### config.mk
export PLATFORM = sky130hd
export DESIGN_NAME = rdma_sq_arb_flat
export DESIGN_NICKNAME = d
export VERILOG_FILES = /design/src/rtl/rdma_sq_arb_pkg.sv /design/src/rtl/rdma_sq_arb_if.sv /design/src/rtl/rdma_sq_arb_rr.sv /design/src/rtl/rdma_sq_arb.sv /design/src/flat_wrapper.sv
export SDC_FILE = /design/constraint.sdc
export NUM_CORES = 1
export LEC_CHECK = 0
export ABC_AREA = 1
export CORE_AREA = 2 2 244 246
export CTS_BUF_LIST = sky130_fd_sc_hd__clkbuf_16
export DETAILED_ROUTE_END_ITERATION = 8
export DIE_AREA = 0 0 246 248
export PLACE_DENSITY = 0.55
export SLEW_MARGIN = 25
export SYNTH_ARGS = -nofsm -noshare
export SYNTH_HDL_FRONTEND = slang
export SYNTH_SLANG_ARGS = --single-unit
### constraint.sdc
create_clock -name nclk -period 3.4 [get_ports nclk]
set_clock_uncertainty 0.05 [all_clocks]
set_input_delay 0.34 -clock nclk [delete_from_list [all_inputs] [get_ports nclk]]
set_output_delay 0.34 -clock nclk [all_outputs]
set_load 0.03 [all_outputs]
### src/rtl/rdma_sq_arb_pkg.sv
// rdma_sq_arb_pkg: shared RDMA command/ACK types and limits for the SQ arbiter.
// Optional feature macro used by this slice: RDMA_SQ_ARB_STATS_EN.
package rdma_sq_arb_pkg;

    // Largest requester count the arbiter is built for.
    localparam int RDMA_ARB_MAX_REQ = 16;
    // Width of the virtual-function id that routes ACKs back to a requester.
    localparam int VFID_BITS = 4;

    // Send-queue command as issued by a vFPGA region.
    typedef struct packed {
        logic [4:0]  opcode;
        logic [23:0] qpn;
        logic [47:0] vaddr;
        logic [31:0] len;
    } rdma_req_t;

    // ACK returned by the RoCE stack; vfid names the issuing requester.
    typedef struct packed {
        logic                 rd;
        logic [VFID_BITS-1:0] vfid;
        logic [23:0]          qpn;
    } rdma_ack_t;

    localparam int RDMA_REQ_BITS = $bits(rdma_req_t);
    localparam int RDMA_ACK_BITS = $bits(rdma_ack_t);

    // Index width for an n-entry table (at least one bit).
    function automatic int idx_bits(input int n);
        return (n > 1) ? $clog2(n) : 1;
    endfunction

endpackage

### src/rtl/rdma_sq_arb_if.sv
// rdma_sq_arb_if: per-requester SQ streams, merged SQ stream and ACK streams.
// The master modport is the arbiter's view; slave is the surrounding fabric.
interface rdma_sq_arb_if
    import rdma_sq_arb_pkg::*;
#(
    parameter int N_REQ = 4
);
    logic [N_REQ-1:0]             s_req_valid;
    logic [N_REQ-1:0]             s_req_ready;
    rdma_req_t [N_REQ-1:0]        s_req_data;
    logic                         m_req_valid;
    logic                         m_req_ready;
    rdma_req_t                    m_req_data;
    logic                         s_ack_valid;
    logic                         s_ack_ready;
    rdma_ack_t                    s_ack_data;
    logic [N_REQ-1:0]             m_ack_valid;
    logic [N_REQ-1:0]             m_ack_ready;
    rdma_ack_t                    m_ack_data;

    modport master (
        input  s_req_valid, s_req_data, m_req_ready, s_ack_valid, s_ack_data, m_ack_ready,
        output s_req_ready, m_req_valid, m_req_data, s_ack_ready, m_ack_valid, m_ack_data
    );

    modport slave (
        output s_req_valid, s_req_data, m_req_ready, s_ack_valid, s_ack_data, m_ack_ready,
        input  s_req_ready, m_req_valid, m_req_data, s_ack_ready, m_ack_valid, m_ack_data
    );
endinterface

### src/rtl/rdma_sq_arb_rr.sv
// rdma_rr_arb: generic N-way round-robin picker. Searches from r_rr_ptr,
// wrapping modulo N, and moves the pointer past the winner when i_en is set.
module rdma_rr_arb
    import rdma_sq_arb_pkg::*;
#(
    parameter int N  = 4,
    parameter int PW = idx_bits(N)
) (
    input  logic          i_clk,
    input  logic          i_rst,
    input  logic [N-1:0]  i_elig,
    input  logic          i_en,
    output logic [N-1:0]  o_grant,
    output logic [PW-1:0] o_idx,
    output logic          o_any
);
    logic [PW-1:0] r_rr_ptr;
    logic [PW-1:0] w_idx;
    logic [PW-1:0] w_j;
    logic [PW-1:0] w_ptr_nxt;
    logic          w_found;
    int            w_sum;

    // Find the first eligible index at or after the pointer, wrapping around.
    always_comb begin
        w_found = 1'b0;
        w_idx   = {PW{1'b0}};
        w_j     = {PW{1'b0}};
        w_sum   = 32'sd0;
        for (int k = 0; k < N; k++) begin
            w_sum = int'(r_rr_ptr) + k;
            if (w_sum >= N) begin
                w_sum = w_sum - N;
            end else begin
                w_sum = w_sum;
            end
            w_j = PW'(w_sum);
            if (!w_found && i_elig[w_j]) begin
                w_found = 1'b1;
                w_idx   = w_j;
            end else begin
                w_found = w_found;
            end
        end
    end

    // One-hot grant vector and the post-grant pointer value.
    always_comb begin
        o_grant = {N{1'b0}};
        for (int i = 0; i < N; i++) begin
            o_grant[i] = w_found && (w_idx == PW'(i));
        end
        if (w_idx == PW'(N - 1)) begin
            w_ptr_nxt = {PW{1'b0}};
        end else begin
            w_ptr_nxt = w_idx + PW'(1);
        end
    end

    assign o_idx = w_idx;
    assign o_any = w_found;

    // Advance the round-robin pointer only when the grant is actually taken.
    always_ff @(posedge i_clk) begin
        if (i_rst) begin
            r_rr_ptr <= {PW{1'b0}};
        end else if (i_en && w_found) begin
            r_rr_ptr <= w_ptr_nxt;
        end
    end
endmodule

### src/rtl/rdma_sq_arb.sv
// rdma_sq_arb: shares the RoCE SQ command port between N_REQ requesters with
// per-requester credits, and routes returning ACKs back by vfid.
// Optional macro RDMA_SQ_ARB_STATS_EN adds 32-bit per-requester grant counters.
module rdma_sq_arb
    import rdma_sq_arb_pkg::*;
#(
    parameter int N_REQ  = 4,
    parameter int N_CRED = 16
) (
    input  logic                      nclk,
    input  logic                      nreset,
    rdma_sq_arb_if.master             sq
`ifdef RDMA_SQ_ARB_STATS_EN
    ,
    output logic [N_REQ-1:0][31:0]    stat_grant_cnt
`endif
);
    localparam int CW = $clog2(N_CRED) + 1;
    localparam int PW = idx_bits(N_REQ);

    logic [N_REQ-1:0][CW-1:0] r_cred_cnt;
    logic                     r_req_valid;
    rdma_req_t                r_req_data;
    logic [N_REQ-1:0]         r_ack_vld;
    rdma_ack_t                r_ack_data;

    logic [N_REQ-1:0]         w_elig;
    logic [N_REQ-1:0]         w_grant;
    logic [N_REQ-1:0]         w_inc;
    logic [N_REQ-1:0]         w_ack_dec;
    logic [PW-1:0]            w_idx;
    logic                     w_any;
    logic                     w_take;
    logic                     w_ack_hit;
    logic                     w_ack_rdy;
    logic                     w_ack_acc;

    // Grant only into a free (empty or draining) output register.
    assign w_take    = nreset ? 1'b0 : ((!r_req_valid || sq.m_req_ready) && w_any);
    assign w_inc     = w_take ? w_grant : {N_REQ{1'b0}};
    assign w_ack_hit = {1'b0, sq.s_ack_data.vfid} < (VFID_BITS + 1)'(N_REQ);
    assign w_ack_rdy = nreset ? 1'b0 : (!(|r_ack_vld) || (|(r_ack_vld & sq.m_ack_ready)));
    assign w_ack_acc = sq.s_ack_valid && w_ack_rdy;

    // Eligibility from valid plus remaining credit, and per-requester ACK decode.
    always_comb begin
        w_elig    = {N_REQ{1'b0}};
        w_ack_dec = {N_REQ{1'b0}};
        for (int i = 0; i < N_REQ; i++) begin
            w_elig[i]    = sq.s_req_valid[i] && (r_cred_cnt[i] < CW'(N_CRED));
            w_ack_dec[i] = w_ack_acc && w_ack_hit && (sq.s_ack_data.vfid == VFID_BITS'(i));
        end
    end

    rdma_rr_arb #(.N(N_REQ), .PW(PW)) u_arb (
        .i_clk   (nclk),
        .i_rst   (nreset),
        .i_elig  (w_elig),
        .i_en    (w_take),
        .o_grant (w_grant),
        .o_idx   (w_idx),
        .o_any   (w_any)
    );

    assign sq.s_req_ready = w_inc;
    assign sq.m_req_valid = r_req_valid;
    assign sq.m_req_data  = r_req_data;
    assign sq.s_ack_ready = w_ack_rdy;
    assign sq.m_ack_valid = r_ack_vld;
    assign sq.m_ack_data  = r_ack_data;

    // One-entry command output register: load on grant, clear when drained.
    always_ff @(posedge nclk) begin
        if (nreset) begin
            r_req_valid <= 1'b0;
            r_req_data  <= rdma_req_t'({RDMA_REQ_BITS{1'b0}});
        end else if (w_take) begin
            r_req_valid <= 1'b1;
            r_req_data  <= sq.s_req_data[w_idx];
        end else if (sq.m_req_ready) begin
            r_req_valid <= 1'b0;
        end
    end

    // One-entry ACK register holding a one-hot valid; out-of-range vfids are dropped.
    always_ff @(posedge nclk) begin
        if (nreset) begin
            r_ack_vld  <= {N_REQ{1'b0}};
            r_ack_data <= rdma_ack_t'({RDMA_ACK_BITS{1'b0}});
        end else if (w_ack_acc && w_ack_hit) begin
            r_ack_vld  <= w_ack_dec;
            r_ack_data <= sq.s_ack_data;
        end else if (|(r_ack_vld & sq.m_ack_ready)) begin
            r_ack_vld  <= {N_REQ{1'b0}};
        end
    end

    // Credit counters: grant adds one, accepted ACK removes one (floored at 0).
    always_ff @(posedge nclk) begin
        if (nreset) begin
            r_cred_cnt <= {(N_REQ * CW){1'b0}};
        end else begin
            for (int i = 0; i < N_REQ; i++) begin
                if (w_inc[i] && !w_ack_dec[i]) begin
                    r_cred_cnt[i] <= r_cred_cnt[i] + CW'(1);
                end else if (w_ack_dec[i] && !w_inc[i] && (r_cred_cnt[i] != {CW{1'b0}})) begin
                    r_cred_cnt[i] <= r_cred_cnt[i] - CW'(1);
                end
            end
        end
    end

`ifdef RDMA_SQ_ARB_STATS_EN
    logic [N_REQ-1:0][31:0] r_stat_cnt;

    // Free-running grant counters, wrapping at 2^32.
    always_ff @(posedge nclk) begin
        if (nreset) begin
            r_stat_cnt <= {(N_REQ * 32){1'b0}};
        end else begin
            for (int i = 0; i < N_REQ; i++) begin
                if (w_inc[i]) begin
                    r_stat_cnt[i] <= r_stat_cnt[i] + 32'd1;
                end
            end
        end
    end

    assign stat_grant_cnt = r_stat_cnt;
`endif
endmodule

### src/flat_wrapper.sv
// flat-port wrapper written by rule: the top's interface ports become plain ports
module rdma_sq_arb_flat import rdma_sq_arb_pkg::*;
#(
    parameter int N_REQ  = 4,
    parameter int N_CRED = 16
)
  (nclk, nreset, sq_s_req_valid, sq_s_req_data, sq_m_req_ready, sq_s_ack_valid, sq_s_ack_data, sq_m_ack_ready, sq_s_req_ready, sq_m_req_valid, sq_m_req_data, sq_s_ack_ready, sq_m_ack_valid, sq_m_ack_data);
  rdma_sq_arb_if #(.N_REQ(N_REQ)) sq_i ();
  input  logic nclk;
  input  logic nreset;
  input wire logic [$bits(sq_i.s_req_valid)-1:0] sq_s_req_valid;
  input wire logic [$bits(sq_i.s_req_data)-1:0] sq_s_req_data;
  input wire logic [$bits(sq_i.m_req_ready)-1:0] sq_m_req_ready;
  input wire logic [$bits(sq_i.s_ack_valid)-1:0] sq_s_ack_valid;
  input wire logic [$bits(sq_i.s_ack_data)-1:0] sq_s_ack_data;
  input wire logic [$bits(sq_i.m_ack_ready)-1:0] sq_m_ack_ready;
  output wire logic [$bits(sq_i.s_req_ready)-1:0] sq_s_req_ready;
  output wire logic [$bits(sq_i.m_req_valid)-1:0] sq_m_req_valid;
  output wire logic [$bits(sq_i.m_req_data)-1:0] sq_m_req_data;
  output wire logic [$bits(sq_i.s_ack_ready)-1:0] sq_s_ack_ready;
  output wire logic [$bits(sq_i.m_ack_valid)-1:0] sq_m_ack_valid;
  output wire logic [$bits(sq_i.m_ack_data)-1:0] sq_m_ack_data;
  assign sq_i.s_req_valid = sq_s_req_valid;
  assign sq_i.s_req_data = sq_s_req_data;
  assign sq_i.m_req_ready = sq_m_req_ready;
  assign sq_i.s_ack_valid = sq_s_ack_valid;
  assign sq_i.s_ack_data = sq_s_ack_data;
  assign sq_i.m_ack_ready = sq_m_ack_ready;
  assign sq_s_req_ready = sq_i.s_req_ready;
  assign sq_m_req_valid = sq_i.m_req_valid;
  assign sq_m_req_data = sq_i.m_req_data;
  assign sq_s_ack_ready = sq_i.s_ack_ready;
  assign sq_m_ack_valid = sq_i.m_ack_valid;
  assign sq_m_ack_data = sq_i.m_ack_data;
  rdma_sq_arb #(.N_REQ(N_REQ), .N_CRED(N_CRED)) u_core (.nclk(nclk), .nreset(nreset), .sq(sq_i));
endmodule
Word-level counts from Yosys, hierarchy flattened
Index checks and enable logic that the tools add are counted.

Add/subtract/negate cells: 16. $mul: 0. Div/mod/pow operators: 0. Magnitude comparators: 14. Equal/unequal tests: 6. Shift-type cells: 0. Muxes and demuxes: 38. Bitwise logic cells: 1. Reductions and logical operators: 60.

Operator list (number): $bmux W109 S2 (1); $mux W109 (1); $mux W5 (8); $logic_and A1 B1 Y1 (31); $add A5 B1 Y5 const B (4); $lt A5 B5 Y1 const B (4); $reduce_bool A5 Y1 (4); $sub A5 B1 Y5 const B (4); $mux W2 (9); $lt A2 B3 Y1 const B (5); $logic_not A1 Y1 (13); $mux W1 (12); $mux W4 (3); $reduce_bool A2 Y1 (6); $ge A3 B3 Y1 const B (3); $bmux W1 S2 (4); $eq A4 B2 Y1 const B (2); $reduce_or A4 Y1 (2); $sub A2 B1 Y2 const B (4); $add A2 B2 Y3 const B (2); $and A4 B4 Y4 (1); $eq A2 B2 Y1 const B (2); $eq A4 B1 Y1 const B (1); $logic_not A4 Y1 (1); 7 further kinds (8).

Register bits: 165. Bits in latches: 0. RAM bits: 0. Memory bits (read-only): 0. Input bits: 477. Output and inout port bits: 148. Memories kept: 0.

Logic depth before layout (Yosys ltp)
Depth in word-level cells: 22. Mapped depth: 23. Gate-level depth less buffers: 20.

Hierarchy
A second synthesis with hierarchy kept.

Cells, all modules: 1544. Area total of the unflattened synthesis: 9729.3 sq um.

Modules (own cells, without submodules): rdma_sq_arb (times used 1, cells an instance 1460, area an instance 9268.9 sq um, seq. area each 3263.1 sq um); rdma_rr_arb (times used 1, cells an instance 84, area an instance 460.4 sq um, seq. area each 40.0 sq um).

Worst setup path before layout
No wires, ideal clock.

Path type: flip-flop to flip-flop. Start point: reg u_core.u_arb.r_rr_ptr[0]. End point: reg u_core.r_cred_cnt[19] (netlist bit). Setup time: 113 ps. Arrival: 2840 ps. Data required time: 3237 ps. Path slack: 397 ps. Stages on the path, launching flop included: 22. Path buffers: 3. Path through: dfxtp_1 buf_6 nand3_1 nand2_1 nand2_1 nand2_1 nand4_1 nand2_4 nand2_8 inv_4 buf_8 buf_6 ha_1 nand3_2 ha_1 a21oi_1 o21ai_0 or2_0 nand3_1 nand2_1 nand2_1 nor2_1.

Longest elaborated chain between the ends: 21.

RTL lines: from (decl) (RTL line rdma_sq_arb_rr.sv:17) `logic [PW-1:0] r_rr_ptr;`; from (signal assigned) (RTL line rdma_sq_arb_rr.sv:66) `r_rr_ptr <= {PW{1'b0}};`; from (signal assigned) (RTL line rdma_sq_arb_rr.sv:68) `r_rr_ptr <= w_ptr_nxt;`; parallel branches: the longest is 16 deep, another holds $add A2 B1 Y3; $mux W4 * (RTL line rdma_sq_arb.sv:40) `assign w_inc = w_take ? w_grant : {N_REQ{1'b0}};`; $logic_not A1 Y1 (RTL line rdma_sq_arb.sv:106) `end else if (w_ack_dec[i] && !w_inc[i] && (r_cred_cnt[i] != {CW{1'b0}})) begin`; $logic_and A1 B1 Y1 (2 in series) (RTL line rdma_sq_arb.sv:106); $reduce_bool A2 Y1 (no line); to (signal assigned) (RTL line rdma_sq_arb.sv:101) `r_cred_cnt <= {(N_REQ * CW){1'b0}};`; to (signal, indexed assignment) (RTL line rdma_sq_arb.sv:105) `r_cred_cnt[i] <= r_cred_cnt[i] + CW'(1);`; to (signal, indexed assignment) (RTL line rdma_sq_arb.sv:107) `r_cred_cnt[i] <= r_cred_cnt[i] - CW'(1);`; to (decl) (RTL line rdma_sq_arb.sv:21) `logic [N_REQ-1:0][CW-1:0] r_cred_cnt;`.

Mark *: on every way between the ends. The select of a mux whose other input is x is not followed. A chain may end at the register's enable or synchronous reset.

Worst setup path after layout
Start point: reg u_core.u_arb.r_rr_ptr[1]. End point: out sq_s_req_ready[0].

Longest elaborated chain between the ends: 17.

RTL lines: parallel branches: the longest is 16 deep, another holds $add A2 B1 Y3; $mux W4 * (RTL line rdma_sq_arb.sv:40); to (decl) (RTL line flat_wrapper.sv:17) `output wire logic [$bits(sq_i.s_req_ready)-1:0] sq_s_req_ready;`.

Marked as above.

==> flow_metrics.env <==
export IMPL_ant_nets=0
export IMPL_placeableCoreArea_um2=58500
export IMPL_drtIter0Drc=645
export IMPL_cp_slowest_cell="dfxtp_1"
export IMPL_rsz0062_at_grt="false"
export IMPL_area_delta_synth_final_pct=75.7
export IMPL_synth_area_um2=9930
export IMPL_clk_path_buf_depth=2
export IMPL_p_sw_w=0.0109
export IMPL_grtUsageTotal_pct=16.4
export IMPL_reg2reg_slack_ns=0.35
export IMPL_required_ns=3.01
export IMPL_critPathKind="reg2out"
export IMPL_fillers=6375
export IMPL_syn_instance_count=1518
export IMPL_post_route_util_pct=29.8
export IMPL_worstPathCellList="inv_2 -> nand2_1 -> nand2_1 -> nand3_2 -> nand2_4 -> nand3_1 -> nand2_1 -> nor2_4 -> buf_4 -> nand3_1 -> inv_1 -> buf_4"
export IMPL_grt_pass1_wl_mm=75.3
export IMPL_routed_wirelength_mm=53.5
export IMPL_ir_drop_mv=0.956
export IMPL_tightest_slew_ns=0.673
export IMPL_worstSetupStartpointType="register"
export IMPL_drc_errors=0
export IMPL_cp_slowest_stage_delay_ns=0.48
export IMPL_min_period_over_period_pct=93.8
export IMPL_path_buf_inv=4
export IMPL_num_rows=89
export IMPL_synthDistinctLibCells=39
export IMPL_power_internal_w=0.00891
export IMPL_pin_count=625
export IMPL_cts_max_level=4
export IMPL_powerDensity_nw_per_um2=1140
export IMPL_die_w_um=246
export IMPL_status="finished, final reports clean"
export IMPL_slew_violations=0
export IMPL_synth_area_per_cell_um2=6.54
export IMPL_io_buffer_count=624
export IMPL_yosys_warnings=0
export IMPL_cts_sinks=165
export IMPL_yosysSeqAreaShare_pct=33.3
export IMPL_finalSetupViolations=0
export IMPL_ys_ff_latch=165
export IMPL_combinationalPowerShare_pct=74.0
export IMPL_grt_max_degree=121
export IMPL_synth_fp_nets=2014
export IMPL_finalSetupTns_ns=0
export IMPL_cp_end_kind="primary output"
export IMPL_insertion_delay_ns=0.48
export IMPL_max_freq_ghz=0.314
export IMPL_ctsRootBufferMaster="clkbuf_16"
export IMPL_maxCapViolCount=0
export IMPL_clk_pin_slew_worst_paths_ns=0.07
export IMPL_start_util_pct=17.0
export IMPL_p_sw_share_pct=55.1
export IMPL_num_vias=13000
export IMPL_drive_above_1_share_pct=5.17
export IMPL_cts_made_buffers=17
export IMPL_die_area_um2=61000
export IMPL_fin_crit_ns=3.19
export IMPL_gp_congestion=0.868
export IMPL_grt_pass1_vias=12400
export IMPL_drtPass1Iterations=5
export IMPL_cp_top_family="simple AND/OR/NAND/NOR gates"
export IMPL_finalHoldViolCount=0
export IMPL_detailed_place_hpwl_mm=40.5
export IMPL_power_leakage_nw=7.02
export IMPL_tritoncts="yes"
export IMPL_clkPwrFrac_pct=10.4
export IMPL_maxSlewHeadroom_pct=55.2
export IMPL_nets=2573
export IMPL_arrival_ns=2.80
export IMPL_critPathMaxFanout=49
export IMPL_via_per_inst=4.52
export IMPL_grt_antenna_before_repair=18
export IMPL_wire_per_inst_um=18.6
export IMPL_min_path_type="in2reg"
export IMPL_seqPwrFrac_pct=15.6
export IMPL_crit_path_frequent_cell="nand2_1"
export IMPL_grt_overflow=0
export IMPL_die_height_um=248
[layout make-up]
cell class	instances	area, um^2	area share [%]
Timing Repair Buffer	661	6630	38.0
Multi-Input combinational cell	1195	5780	33.1
Sequential cell	165	3300	18.9
Tap cell	773	967	5.54
Clock buffer	17	425	2.44
Clock inverter	15	168	0.961
Inverter	37	151	0.868
Antenna cell	8	20.0	0.115
[final timing paths]
path | startpoint | cells after the start | to
setup / recovery | u_core.u_arb.r_rr_ptr[1]$_SDFFE_PP0P_ | 12 | sq_s_req_ready[0]
setup reg to reg | u_core.r_cred_cnt[14]$_SDFFE_PP0P_ | 19 | u_core.r_cred_cnt[14]$_SDFFE_PP0P_
hold / removal | sq_s_ack_data[0] | 3 | u_core.sq.m_ack_data[0]$_SDFFE_PP0P_
hold reg to reg | u_core.sq.m_ack_data[27]$_SDFFE_PP0P_ | 2 | u_core.sq.m_ack_data[27]$_SDFFE_PP0P_
[worst reg2reg max path, stage by stage, from the launching register on]
cell      delay, ns
dfxtp_1        0.31
inv_1          0.17
nand3_1        0.17
nand2_1        0.11
nand2_1        0.08
nand2_1        0.09
buf_4          0.13
nor2_2         0.05
nor2_4         0.23
nand4_2        0.31
ha_1           0.40
inv_1          0.09
o21bai_1       0.08
a31oi_1        0.27
inv_1          0.10
nand4_1        0.10
nand2_1        0.05
nand3_1        0.06
nand2_1        0.05
nor2_1         0.09
[cells in the mapped netlist, drive strengths merged]
master | count | share of area, %
a211oi | 1 | 0.076
a21oi | 28 | 1.4
xnor2 | 4 | 0.35
o22ai | 109 | 6.9
a22o | 1 | 0.088
xor2 | 4 | 0.35
buf | 78 | 5.7
nor4 | 3 | 0.19
a31oi | 2 | 0.13
nand4 | 9 | 0.69
nor2 | 252 | 9.8
o21bai | 2 | 0.15
ha | 15 | 1.9
o21ai | 240 | 12
or2 | 2 | 0.13
nand3 | 176 | 9.3
clkbuf | 43 | 1.6
fa | 4 | 0.81
inv | 37 | 1.4
dfxtp | 165 | 33
a21boi | 1 | 0.076
nand3b | 1 | 0.076
nand2 | 337 | 13
nor3 | 4 | 0.20
[what timing repair did]
item | in CTS | in global routing
resized for setup | 3 | 0
setup endpoints to repair | 2 | 1
hold buffers | 0 | 0
setup buffers | 0 | 0
cloned | 0 | 1
[placed cells by master, fill, tap and decap left out, drive strengths merged, types with 4 or more instances in the layout]
cell | Yosys | routed
nand4 | 9 | 9
nand3 | 176 | 176
ha | 15 | 15
inv | 37 | 44
nand2 | 337 | 337
xnor2 | 4 | 4
o21ai | 240 | 240
clkbuf | 43 | 18
diode | 0 | 8
clkinvlp | 0 | 4
clkdlybuf4s50 | 0 | 620
xor2 | 4 | 4
o22ai | 109 | 109
a21oi | 28 | 28
dfxtp | 165 | 165
nor3 | 4 | 4
fa | 4 | 4
nor2 | 252 | 252
buf | 78 | 40
[routing by layer]
| layer | global-route usage (%) | up-vias | wire, um |
|---|---|---|---|
| li1 | - | 6296 | - |
| met1 | 18.8 | 6061 | 21500 |
| met2 | 28.5 | 535 | 26200 |
| met3 | 4.48 | 81 | 4130 |
| met4 | 6.97 | 6 | 1640 |
| met5 | 0 | - | 39 |
[logic make-up (layout without fill, tap and decap cells)]
| group | Yosys count | count (layout) | share of synthesized area, % |
|---|---|---|---|
| compound gates | 384 | 384 | 21.0 |
| xor+xnor | 8 | 8 | 0.706 |
| fa+ha+maj | 19 | 19 | 2.70 |
| flops | 165 | 165 | 33.3 |
| other cells | 0 | 8 | 0 |
| buf+inv | 158 | 730 | 8.76 |
| simple gates | 784 | 784 | 33.6 |
[power by group through the flow]
| stage | combinational, W | clock (W) | sequential [W] |
|---|---|---|---|
| 3_3_place_gp | 0.0144 | 0 | 0.00310 |
| 6_report | 0.0147 | 0.00206 | 0.00310 |
| 2_1_floorplan | 0.00920 | 0 | 0.00414 |
| 5_1_grt | 0.0162 | 0.00221 | 0.00318 |
| 4_1_cts | 0.0146 | 0.00215 | 0.00310 |
| 3_5_place_dp | 0.0146 | 0 | 0.00314 |
[metrics by stage]
step | instance area [um^2] | power (W) | hold slack, ns | setup WS (ns) | cells
floorplan | 9930 | 0.0133 | 0.393 | 0.397 | 1518
global placement | 16800 | 0.0175 | 0.395 | 0.158 | 2830
detailed placement | 16800 | 0.0177 | 0.402 | 0.0326 | 2830
CTS | 17400 | 0.0199 | 0.290 | 0.128 | 2862
global route | 17400 | 0.0216 | 0.321 | 0.00899 | 2868
finish | 17400 | 0.0198 | 0.343 | 0.212 | 2871
[flip-flops by register name, summed over array words and instances (netlist names)]
register               count
u_core.r_cred_cnt         20
u_core.sq.m_req_data     109
u_core.sq.m_ack_data      29
u_core.sq.m_req_valid      1
u_core.u_arb.r_rr_ptr      2
u_core.sq.m_ack_valid      4
Power figures use the tool's default switching activity.
